==> config.mk <==
export PLATFORM = sky130hd
export DESIGN_NAME = zpu_mem_arbiter
export DESIGN_NICKNAME = d
export VERILOG_FILES = /design/src/rtl/zpu_mem_arbiter.sv
export SDC_FILE = /design/constraint.sdc
export NUM_CORES = 1
export LEC_CHECK = 0
export BUFFER_PORTS_ARGS = -buffer_cell sky130_fd_sc_hd__buf_2
export CORE_UTILIZATION = 45
export CTS_CLUSTER_SIZE = 10
export DETAILED_ROUTE_END_ITERATION = 12
export GPL_TIMING_DRIVEN = 0
export PLACE_DENSITY = 0.83
export SYNTH_ARGS = -nofsm -noshare
export SYNTH_HDL_FRONTEND = slang
export SYNTH_SLANG_ARGS = --single-unit
==> constraint.sdc <==
create_clock -name clk -period 6.9 [get_ports clk]
set_input_delay 0.345 -clock clk [delete_from_list [all_inputs] [get_ports clk]]
set_output_delay 0.345 -clock clk [all_outputs]
set_load 0.005 [all_outputs]
==> src/rtl/zpu_mem_arbiter.sv <==
// zpu_mem_arbiter: round-robin two-master arbiter onto one strobe/busy memory slave.
// Define ZPU_MEM_ARBITER_TIMEOUT_EN to build the slave-busy watchdog.
module zpu_mem_arbiter #(
   parameter int ADDR_W         = 28,
   parameter int DATA_W         = 32,
   parameter int TIMEOUT_CYCLES = 1024
) (
   input  logic              clk,
   input  logic              reset,
   input  logic [ADDR_W-1:0] m0_addr,
   input  logic              m0_re,
   input  logic              m0_we,
   input  logic [DATA_W-1:0] m0_wdata,
   input  logic [3:0]        m0_mask,
   output logic [DATA_W-1:0] m0_rdata,
   output logic              m0_busy,
   input  logic [ADDR_W-1:0] m1_addr,
   input  logic              m1_re,
   input  logic              m1_we,
   input  logic [DATA_W-1:0] m1_wdata,
   input  logic [3:0]        m1_mask,
   output logic [DATA_W-1:0] m1_rdata,
   output logic              m1_busy,
   output logic [ADDR_W-1:0] s_addr,
   output logic              s_re,
   output logic              s_we,
   output logic [DATA_W-1:0] s_wdata,
   output logic [3:0]        s_mask,
   input  logic [DATA_W-1:0] s_rdata,
   input  logic              s_busy,
   output logic              grant,
   output logic              timeout_err
);
   typedef enum logic [1:0] {S_IDLE, S_ISSUE, S_WAIT} state_t;
   state_t                   state_q, state_d;
   logic [1:0]               re_in, we_in;
   logic [1:0][ADDR_W-1:0]   addr_in;
   logic [1:0][DATA_W-1:0]   wdata_in;
   logic [1:0][3:0]          mask_in;
   logic [1:0]               busy_q, busy_d, op_we_q, op_we_d;
   logic [1:0][ADDR_W-1:0]   addr_q, addr_d;
   logic [1:0][DATA_W-1:0]   wdata_q, wdata_d, rdata_q, rdata_d;
   logic [1:0][3:0]          mask_q, mask_d;
   logic                     grant_q, grant_d, last_q, last_d, sel;
   logic                     s_re_q, s_re_d, s_we_q, s_we_d;
   logic [ADDR_W-1:0]        s_addr_q, s_addr_d;
   logic [DATA_W-1:0]        s_wdata_q, s_wdata_d;
   logic [3:0]               s_mask_q, s_mask_d;
`ifdef ZPU_MEM_ARBITER_TIMEOUT_EN
   localparam int CW = $clog2(TIMEOUT_CYCLES + 1);
   logic [CW-1:0]            cnt_q, cnt_d;
   logic                     tmo_q, tmo_d;
   assign timeout_err = tmo_q;
`else
   assign timeout_err = 1'b0;
`endif
   assign re_in    = {m1_re, m0_re};
   assign we_in    = {m1_we, m0_we};
   assign addr_in  = {m1_addr, m0_addr};
   assign wdata_in = {m1_wdata, m0_wdata};
   assign mask_in  = {m1_mask, m0_mask};
   assign m0_busy  = busy_q[0];
   assign m1_busy  = busy_q[1];
   assign m0_rdata = rdata_q[0];
   assign m1_rdata = rdata_q[1];
   assign s_re     = s_re_q;
   assign s_we     = s_we_q;
   assign s_addr   = s_addr_q;
   assign s_wdata  = s_wdata_q;
   assign s_mask   = s_mask_q;
   assign grant    = grant_q;
   // On a tie the master that did not win last time is served.
   assign sel = (busy_q == 2'b11) ? ~last_q : busy_q[1];
   always_comb begin
      state_d   = state_q;
      busy_d    = busy_q;
      op_we_d   = op_we_q;
      addr_d    = addr_q;
      wdata_d   = wdata_q;
      mask_d    = mask_q;
      rdata_d   = rdata_q;
      grant_d   = grant_q;
      last_d    = last_q;
      s_re_d    = 1'b0;
      s_we_d    = 1'b0;
      s_addr_d  = s_addr_q;
      s_wdata_d = s_wdata_q;
      s_mask_d  = s_mask_q;
`ifdef ZPU_MEM_ARBITER_TIMEOUT_EN
      cnt_d     = cnt_q;
      tmo_d     = 1'b0;
`endif
      for (int i = 0; i < 2; i++) begin
         if (!busy_q[i] && (re_in[i] || we_in[i])) begin
            busy_d[i]  = 1'b1;
            op_we_d[i] = we_in[i];
            addr_d[i]  = addr_in[i];
            wdata_d[i] = wdata_in[i];
            mask_d[i]  = mask_in[i];
         end
      end
      case (state_q)
         S_IDLE: begin
            if (|busy_q) begin
               state_d   = S_ISSUE;
               grant_d   = sel;
               last_d    = sel;
               s_re_d    = ~op_we_q[sel];
               s_we_d    = op_we_q[sel];
               s_addr_d  = addr_q[sel];
               s_wdata_d = wdata_q[sel];
               s_mask_d  = mask_q[sel];
            end
         end
         S_ISSUE: begin
            state_d = S_WAIT;
`ifdef ZPU_MEM_ARBITER_TIMEOUT_EN
            cnt_d   = '0;
`endif
         end
         S_WAIT: begin
            if (!s_busy) begin
               rdata_d[grant_q] = op_we_q[grant_q] ? rdata_q[grant_q] : s_rdata;
               busy_d[grant_q]  = 1'b0;
               state_d          = S_IDLE;
            end
`ifdef ZPU_MEM_ARBITER_TIMEOUT_EN
            else if (cnt_q == CW'(TIMEOUT_CYCLES - 1)) begin
               rdata_d[grant_q] = op_we_q[grant_q] ? rdata_q[grant_q] : '0;
               busy_d[grant_q]  = 1'b0;
               tmo_d            = 1'b1;
               state_d          = S_IDLE;
            end else begin
               cnt_d = cnt_q + CW'(1);
            end
`endif
         end
         default: state_d = S_IDLE;
      endcase
   end
   always_ff @(posedge clk or posedge reset) begin
      if (reset) begin
         state_q   <= S_IDLE;
         busy_q    <= '0;
         op_we_q   <= '0;
         addr_q    <= '0;
         wdata_q   <= '0;
         mask_q    <= '0;
         rdata_q   <= '0;
         grant_q   <= 1'b0;
         last_q    <= 1'b1;
         s_re_q    <= 1'b0;
         s_we_q    <= 1'b0;
         s_addr_q  <= '0;
         s_wdata_q <= '0;
         s_mask_q  <= '0;
`ifdef ZPU_MEM_ARBITER_TIMEOUT_EN
         cnt_q     <= '0;
         tmo_q     <= 1'b0;
`endif
      end else begin
         state_q   <= state_d;
         busy_q    <= busy_d;
         op_we_q   <= op_we_d;
         addr_q    <= addr_d;
         wdata_q   <= wdata_d;
         mask_q    <= mask_d;
         rdata_q   <= rdata_d;
         grant_q   <= grant_d;
         last_q    <= last_d;
         s_re_q    <= s_re_d;
         s_we_q    <= s_we_d;
         s_addr_q  <= s_addr_d;
         s_wdata_q <= s_wdata_d;
         s_mask_q  <= s_mask_d;
`ifdef ZPU_MEM_ARBITER_TIMEOUT_EN
         cnt_q     <= cnt_d;
         tmo_q     <= tmo_d;
`endif
      end
   end
endmodule

# Word level (Yosys, flattened, before mapping)
# Index checks and enable logic that the tools add are counted.
[classes]
eq_ne = 5
order_cmp = 3
bitwise_logic = 5
muxes = 30
reduce_logical = 12
[op_table]
columns = ["op", "n"]
rows = [
  ["2-to-1 mux 32 bit", 6],
  ["bitwise mux 64 bit", 1],
  ["2-to-1 mux 28 bit", 2],
  ["demux 32 bit (select 1 bit)", 1],
  ["2-to-1 mux 1 bit", 12],
  ["2-to-1 mux 2 bit", 4],
  ["2-to-1 mux 4 bit", 2],
  ["case mux 2 bit (3 select lines)", 1],
  ["AND reduction 2 bit", 3],
  ["equality test 2 bit, second input constant", 2],
  ["< comparator 1 x 2 -> 1 bit, second input constant", 2],
  ["inequality test 2 bit, second input constant", 2],
  ["logical AND 1 bit", 3],
  ["inverter 1 bit", 3],
  ["bitwise AND 2 bit", 1],
  ["equality test 2 x 1 -> 1 bit, second input constant", 1],
  ["logical NOT 1 bit", 2],
  ["logical NOT 2 bit", 1],
  ["logical OR 1 bit", 2],
  ["inverter 2 bit", 1],
  ["OR reduction 2 bit", 1],
  ["demux 1 bit (select 1 bit)", 1],
  ["greater-or-equal comparator 1 bit, second input constant", 1],
]
[totals]
wordCells = 74
ff_bits = 266

# Logic depth before layout (Yosys ltp)
# Gate-level depths: netlist (run 1).
[logic_depth]
depth_word = 8
depth_mapped = 7

# Least setup slack after synthesis (run 1)
# No wires, ideal clock.
[synth_timing]
path_kind = "input to register"
start = "input port s_busy"
end = "register rdata_q, in the netlist m1_rdata[11]"
slack_ps = 5325
t_arrival_ps = 1451
setup_ps = 125
cell_stages = 4
required_ps = 6775
cell_sequence = "nand2b_1 -> nor4b_4 -> buf_4 -> mux2_2"
[synth_between]
elab_chain_len = 2
[synth_lines]
columns = ["element", "line", "source"]
rows = [
  ["start: declaration", "30", "input logic s_busy,"],
  ["inverter 1 bit (no source line)", "--", ""],
  ["AND reduction 2 bit (no source line)", "--", ""],
  ["end signal: assignment", "168", "rdata_q <= rdata_d;"],
  ["end: declaration", "42", "logic [1:0][DATA_W-1:0] wdata_q, wdata_d, rdata_q, rdata_d;"],
]
# No other way between the ends.
# A chain may end at the register's enable or synchronous reset.

# Final worst setup path (run 1)
[layout_timing]
start = "register state_q[0]"
end = "register s_addr_q[11] (netlist: s_addr[11])"
[layout_between]
elab_chain_len = 2
[layout_lines]
columns = ["element", "line", "source"]
rows = [
  ["start: declaration", "35", "state_t state_q, state_d;"],
  ["start signal: assignment", "162", "state_q <= state_d;"],
  ["logical NOT 2 bit", "102", "case (state_q)"],
  ["AND reduction 2 bit (no source line)", "--", ""],
  ["end signal: assignment", "173", "s_addr_q <= s_addr_d;"],
  ["end: declaration", "46", "logic [ADDR_W-1:0] s_addr_q, s_addr_d;"],
]
# No other way between the ends.

==> flow_summary.yaml, run 1 <==
clocking:
  clockBufferDepth: 3
  cts_resized: 0
  clkLatencyLatePin_ps: 550
  cts_buffers: 31
  cts_tree: "built"
  cts.clk_slew.worst_paths_ps: 60
  numClockSinks: 266
  root_buffer: "clkbuf_16"
  htreeDepth: 1
  post_cts_buffers: 0
  cts_hold_buf: 12
drt:
  drt_wl_total_um: 28200
  dr_total_vias: 7778
  vias_per_cell: 5.24
  firstDrtPassIters: 4
  drc: 0
  ant_nets: 0
  drt-wirelength-per-cell_um: 19.0
  drt_iter0_drc: 348
placement:
  dp_cells: 1419
  gp_congestion: 0.800
  portBuffers: 299
  dp_hpwl_um: 20400
die:
  io_pins: 301
  die_width_um: 155
  die_y_um: 155
  rows: 55
  core_sq_um: 22800
  start_util: 0.461
  die_area_sq_um: 24000
setup_path:
  crit_top_cell: "buf_2"
  worstPathRequired_ps: 7300
  path_max_fanout: 10
  path_cells: "buf_2 -> nor2_1 -> nand2_1 -> inv_2 -> buf_2 -> buf_2 -> a31oi_1"
  cp-end-kind: "flip-flop"
  r2r_slack_ps: 4880
  path_class: "flip-flop to flip-flop"
  slowest_stage: "nor2_1"
  cp_top_family: "buffers and inverters"
  critPathArrivalTime_ps: 2420
  critPathBufInv: 4
  max_stage_delay_ps: 360
  startpoint_type: "flip-flop"
cells_and_area:
  final_cell_mix: "buf_2, dfrtp_1, mux2_2"
  drive_above_1_share: 0.488
  fin_cells: 1483
  num-nets-final: 1318
  final_common_cell: "buf_2"
  area.growth.synth_to_final_pct: 28.8
timing:
  rsz0062_at_grt: "false"
  finClkSkew_ps: 22.6
  setup_tns_ps: 0
  fmax_mhz: 494
  post-route-min-period_ps: 2020
  slew_violations: 0
  hold-worst-slack_ps: 17.0
  layout_worst_path_cycle_share: 0.293
  setup_viol: 0
  finalHoldViolations: 0
  slew_headroom: 0.593
  tightest_slew_ps: 611
logic_synthesis:
  synth.top_cell.area_share: 0.631
  syn_area_sq_um: 10500
  syn_inst: 800
  synth_ff_type: "dfrtp_1"
  synth.area.top_cells: "dfrtp_1, mux2_2, nand2_1"
  yosysSeqAreaShare: 0.634
  ys_warn_count: 0
  synth_nets: 967
  async_flop_share: 1.00
  synth_seq_cells: 266
  synth_edf_count: 0
  syn_avg_cell_area_sq_um: 13.1
  synth.distinct_cells: 26
  yosys.area.top_type: "dfrtp_1"
hold_path:
  min_path_type: "primary input to flip-flop"
grt:
  overflow: 0
  gr-usage-all-layers: 0.237
  grt_pass1_vias: 8100
  grt_max_degree: 43
  grt_antenna_before_repair: 7
  grt_pass1_wl_um: 43800
power_and_ir_drop:
  peakVddDrop_mv: 0.311
  leakagePower_nw: 6.38
  power_density_nw_per_um2: 484
outcome:
  status: "finished, final reports clean"
flow_run:
  maxCapViolations: 0
-- final timing paths --
| path | from | to | cells past startpoint |
|---|---|---|---|
| max in group asynchronous | reset | m1_rdata[16] | 6 |
| min reg2reg | m0_rdata[25] | m0_rdata[25] | 1 |
| min in group asynchronous | reset | s_mask[1] | 3 |
| max reg2reg | state_q[0] | s_addr[11] | 7 |
| max | state_q[0] | s_addr[11] | 7 |
| min | m1_addr[2] | addr_q[30] | 2 |
-- power breakdown --
group	switching, W	internal [W]
combinational	0.00120	0.00114
sequential	0.000423	0.00237
clock	0.000593	0.000830
total	0.00221	0.00434
-- layout make-up --
| cell class | count | area (sq um) |
|---|---|---|
| clock inverter | 2 | 17.5 |
| tap | 313 | 392 |
| timing repair buffer | 318 | 1760 |
| buffer | 57 | 272 |
| inverter | 2 | 11.3 |
| antenna | 3 | 7.51 |
| fill | 1793 | 9250 |
| sequential | 266 | 6660 |
| clock buffer | 47 | 846 |
| multi-input combinational | 475 | 3570 |
-- worst reg2reg max path: cells and delay by family (launching register included) --
family	cells	cell delay [ps]
buffers and inverters	4	880
flip-flops	1	350
AND/OR/NAND/NOR	2	540
AO/OA/AOI/OAI	1	120
-- flip-flops by register name, indices dropped and copies added, names as in the netlist, 2 cells and up --
| name | flops |
|---|---|
| busy_q | 2 |
| state_q | 2 |
| s_addr | 28 |
| wdata_q | 64 |
| m0_rdata | 32 |
| m1_rdata | 32 |
| addr_q | 56 |
| s_mask | 4 |
| mask_q | 8 |
| op_we_q | 2 |
| s_wdata | 32 |
-- through the flow --
| step | setup slack (ps) | util | total power [W] | instance area (sq um) |
|---|---|---|---|---|
| global placement | 1580 | 0.544 | 0.00500 | 12400 |
| CTS | 4860 | 0.594 | 0.00661 | 13500 |
| global route | 4730 | 0.594 | 0.00698 | 13500 |
| finish | 4880 | 0.594 | 0.00655 | 13500 |
| floorplan | 3040 | - | 0.00417 | 10500 |
| detailed placement | 4860 | 0.550 | 0.00515 | 12500 |
-- synth_stat cells, types with 2 or more instances --
cell	n
mux2_1	9
nor3_1	3
a31oi_1	65
buf_4	4
nor2_1	4
a21oi_1	66
buf_1	4
o21bai_1	2
nand2_1	130
mux2_2	185
clkbuf_1	15
mux2i_1	2
buf_2	34
dfrtp_1	265
-- cells by family (layout without fill, tap and decap cells) --
kind of cell,Yosys count,count (layout),share of synthesized area
and+or+nand+nor,142,142,0.0554
AOI/OAI and AO/OA,136,136,0.0741
muxes,196,196,0.210
buffers and inverters,59,426,0.0266
other,1,4,0.000357
DFF,266,266,0.634
-- metal layers --
layer  up-vias  GRT usage  part of all wire  wire length, um
met3        72     0.0818             0.093             2630
met4         8     0.0820             0.033              928
met1      3850      0.268              0.38            10600
li1       3513          -                 -                -
met5         -          0            0.0023               66
met2       335      0.417              0.49            13900
Note: power is estimated with default switching activity, not from simulation.
==> inputs of run 2 (changes only) <==
==> constraint.sdc (replaced) <==
create_clock -name clk -period 1.83 [get_ports clk]
set_input_delay 0.0915 -clock clk [delete_from_list [all_inputs] [get_ports clk]]
set_output_delay 0.0915 -clock clk [all_outputs]
set_load 0.005 [all_outputs]
==> flow_summary.yaml, run 2 (synthesized netlist as in run 1, its figures left out) <==
outcome:
  status: "finished, final reports clean"
grt:
  grt_pass1_wl_um: 52400
  grt_max_degree: 43
  grt_pass1_vias: 9580
  gr-usage-all-layers: 0.285
  overflow: 0
  grt_antenna_before_repair: 1
cells_and_area:
  fin_util: 0.665
  fillers: 1531
  drive_above_1_share: 0.444
  final_cell_mix: "buf_2, dfrtp_1, mux2_2"
  largest_reg_flops: 64
  seqCellArea_sq_um: 6660
  top_register: "wdata_q"
  final_common_cell: "buf_2"
  area.growth.synth_to_final_pct: 44.3
  largestRegisters: "wdata_q: 64 flops, addr_q: 56 flops"
  multi_input_area_sq_um: 3580
  num-nets-final: 1476
power_and_ir_drop:
  p_int_w: 0.0167
  leakagePower_nw: 7.10
  finalPower_w: 0.0258
  power_density_nw_per_um2: 1700
  peakVddDrop_mv: 1.07
  p_switching_w: 0.00913
  pwr-share-comb: 0.372
  netSwitchingFraction: 0.353
  seqPwrFrac: 0.415
  p_clk_frac: 0.213
die:
  rows: 55
  start_util: 0.461
  die_y_um: 155
  io_pins: 301
  die_width_um: 155
  die_area_sq_um: 24000
  core_sq_um: 22800
drt:
  ant_nets: 0
  drc: 0
  vias_per_cell: 5.31
  drt_wl_total_um: 33900
  firstDrtPassIters: 4
  dr_total_vias: 8702
  drt_iter0_drc: 474
  drt-wirelength-per-cell_um: 20.7
timing:
  post-route-min-period_ps: 1760
  worst_slack_ps: 72.7
  finClkSkew_ps: 22.1
  fmax_mhz: 569
  setup_viol: 0
  rsz0062_at_grt: "false"
  slew_violations: 0
  hold-worst-slack_ps: 117
  tightest_slew_ps: 623
  slew_headroom: 0.585
  layout_worst_path_cycle_share: 0.960
  finalHoldViolations: 0
clocking:
  clkLatencyLatePin_ps: 560
  htreeDepth: 1
  cts.clk_slew.worst_paths_ps: 60
  cts_buffers: 31
  numClockSinks: 266
  root_buffer: "clkbuf_16"
  cts_tree: "built"
  clockBufferDepth: 3
setup_path:
  critPathArrivalTime_ps: 2170
  cp-end-kind: "flip-flop"
  path_class: "flip-flop to flip-flop"
  worstPathRequired_ps: 2250
  path_cells: "nand2b_2 -> nor4b_4 -> buf_4 -> buf_4 -> mux2_1"
  max_stage_delay_ps: 440
  path_max_fanout: 10
  startpoint_type: "flip-flop"
  slowest_stage: "dfrtp_1"
  crit_top_cell: "buf_4"
placement:
  dp_hpwl_um: 20400
  gp_congestion: 0.800
  portBuffers: 299
  dp_slack_ps: -209
hold_path:
  min_path_type: "primary input to asynchronous set/reset pin"
flow_run:
  maxCapViolations: 0
-- run 2: cell types whose count changed in the layout (fill, tap and decap cells not counted), sizes merged --
cell	change
diode	-1
buf	-3
dlygate4sd3	+155
clkbuf	+6
-- run 2: power groups by stage --
| stage | combinational, W | sequential, W | clock, W |
|---|---|---|---|
| after floorplan | 0.00536 | 0.0104 | 0 |
| after global placement | 0.00845 | 0.0104 | 0 |
| after detailed placement | 0.00884 | 0.0106 | 0 |
| after CTS | 0.00926 | 0.0105 | 0.00549 |
| after global routing | 0.0104 | 0.0110 | 0.00577 |
| final | 0.00960 | 0.0107 | 0.00551 |
-- run 2: worst max-delay path: cells and delay by family, from the launching register on --
family	cells	cell delay (ps)
DFF	1	440
and+or+nand+nor	2	430
muxes	1	370
buffers and inverters	2	380
-- run 2: final cells by class --
| class | instances | area share |
|---|---|---|
| Sequential cell | 266 | 0.439 |
| Multi-Input combinational cell | 475 | 0.236 |
| Timing Repair Buffer | 476 | 0.220 |
| Clock buffer | 47 | 0.0558 |
| Tap cell | 313 | 0.0258 |
| Buffer | 57 | 0.0211 |
| Clock inverter | 2 | 0.00116 |
| Inverter | 2 | 0.000743 |
| Antenna cell | 2 | 0.000330 |
-- run 2: worst paths after layout --
path                              start      endpoint  slack (ps)  cells past startpoint
setup / recovery             state_q[1]   m1_rdata[3]          70                      5
hold / removal                    reset    s_addr[23]         120                      3
setup reg to reg             state_q[1]   m1_rdata[3]          70                      5
hold reg to reg            m0_rdata[25]  m0_rdata[25]         480                      1
max in group asynchronous         reset  m0_rdata[18]         680                      6
min in group clk           m1_wdata[31]   wdata_q[63]         290                      3
-- run 2: through the flow --
step	setup TNS (ps)	cell area, sq um	instances
finish	0	15200	1640
global route	0	15200	1639
CTS	0	15100	1638
detailed placement	-8150	12500	1419
global placement	-861570	12400	1412
floorplan	-470470	10500	800
-- run 2: per-layer routing --
layer  part of all wire  vias up  track usage  wire (um)
li1                   -     3829            -          -
met1               0.37     4318        0.314      12600
met2               0.51      449        0.519      17300
met3              0.078      106       0.0740       2660
met4              0.039        0        0.120       1330
met5                  0        -            0          0
-- run 2: what timing repair did --
item                                   in CTS  in global routing
hold buffers                              167                  0
endpoints found under the hold margin     285                  0
pin swaps                                   2                  0
gates cloned                                0                  0
setup endpoints to repair                 122                161
gates resized for setup                    13                 24
buffers inserted                            3                  0
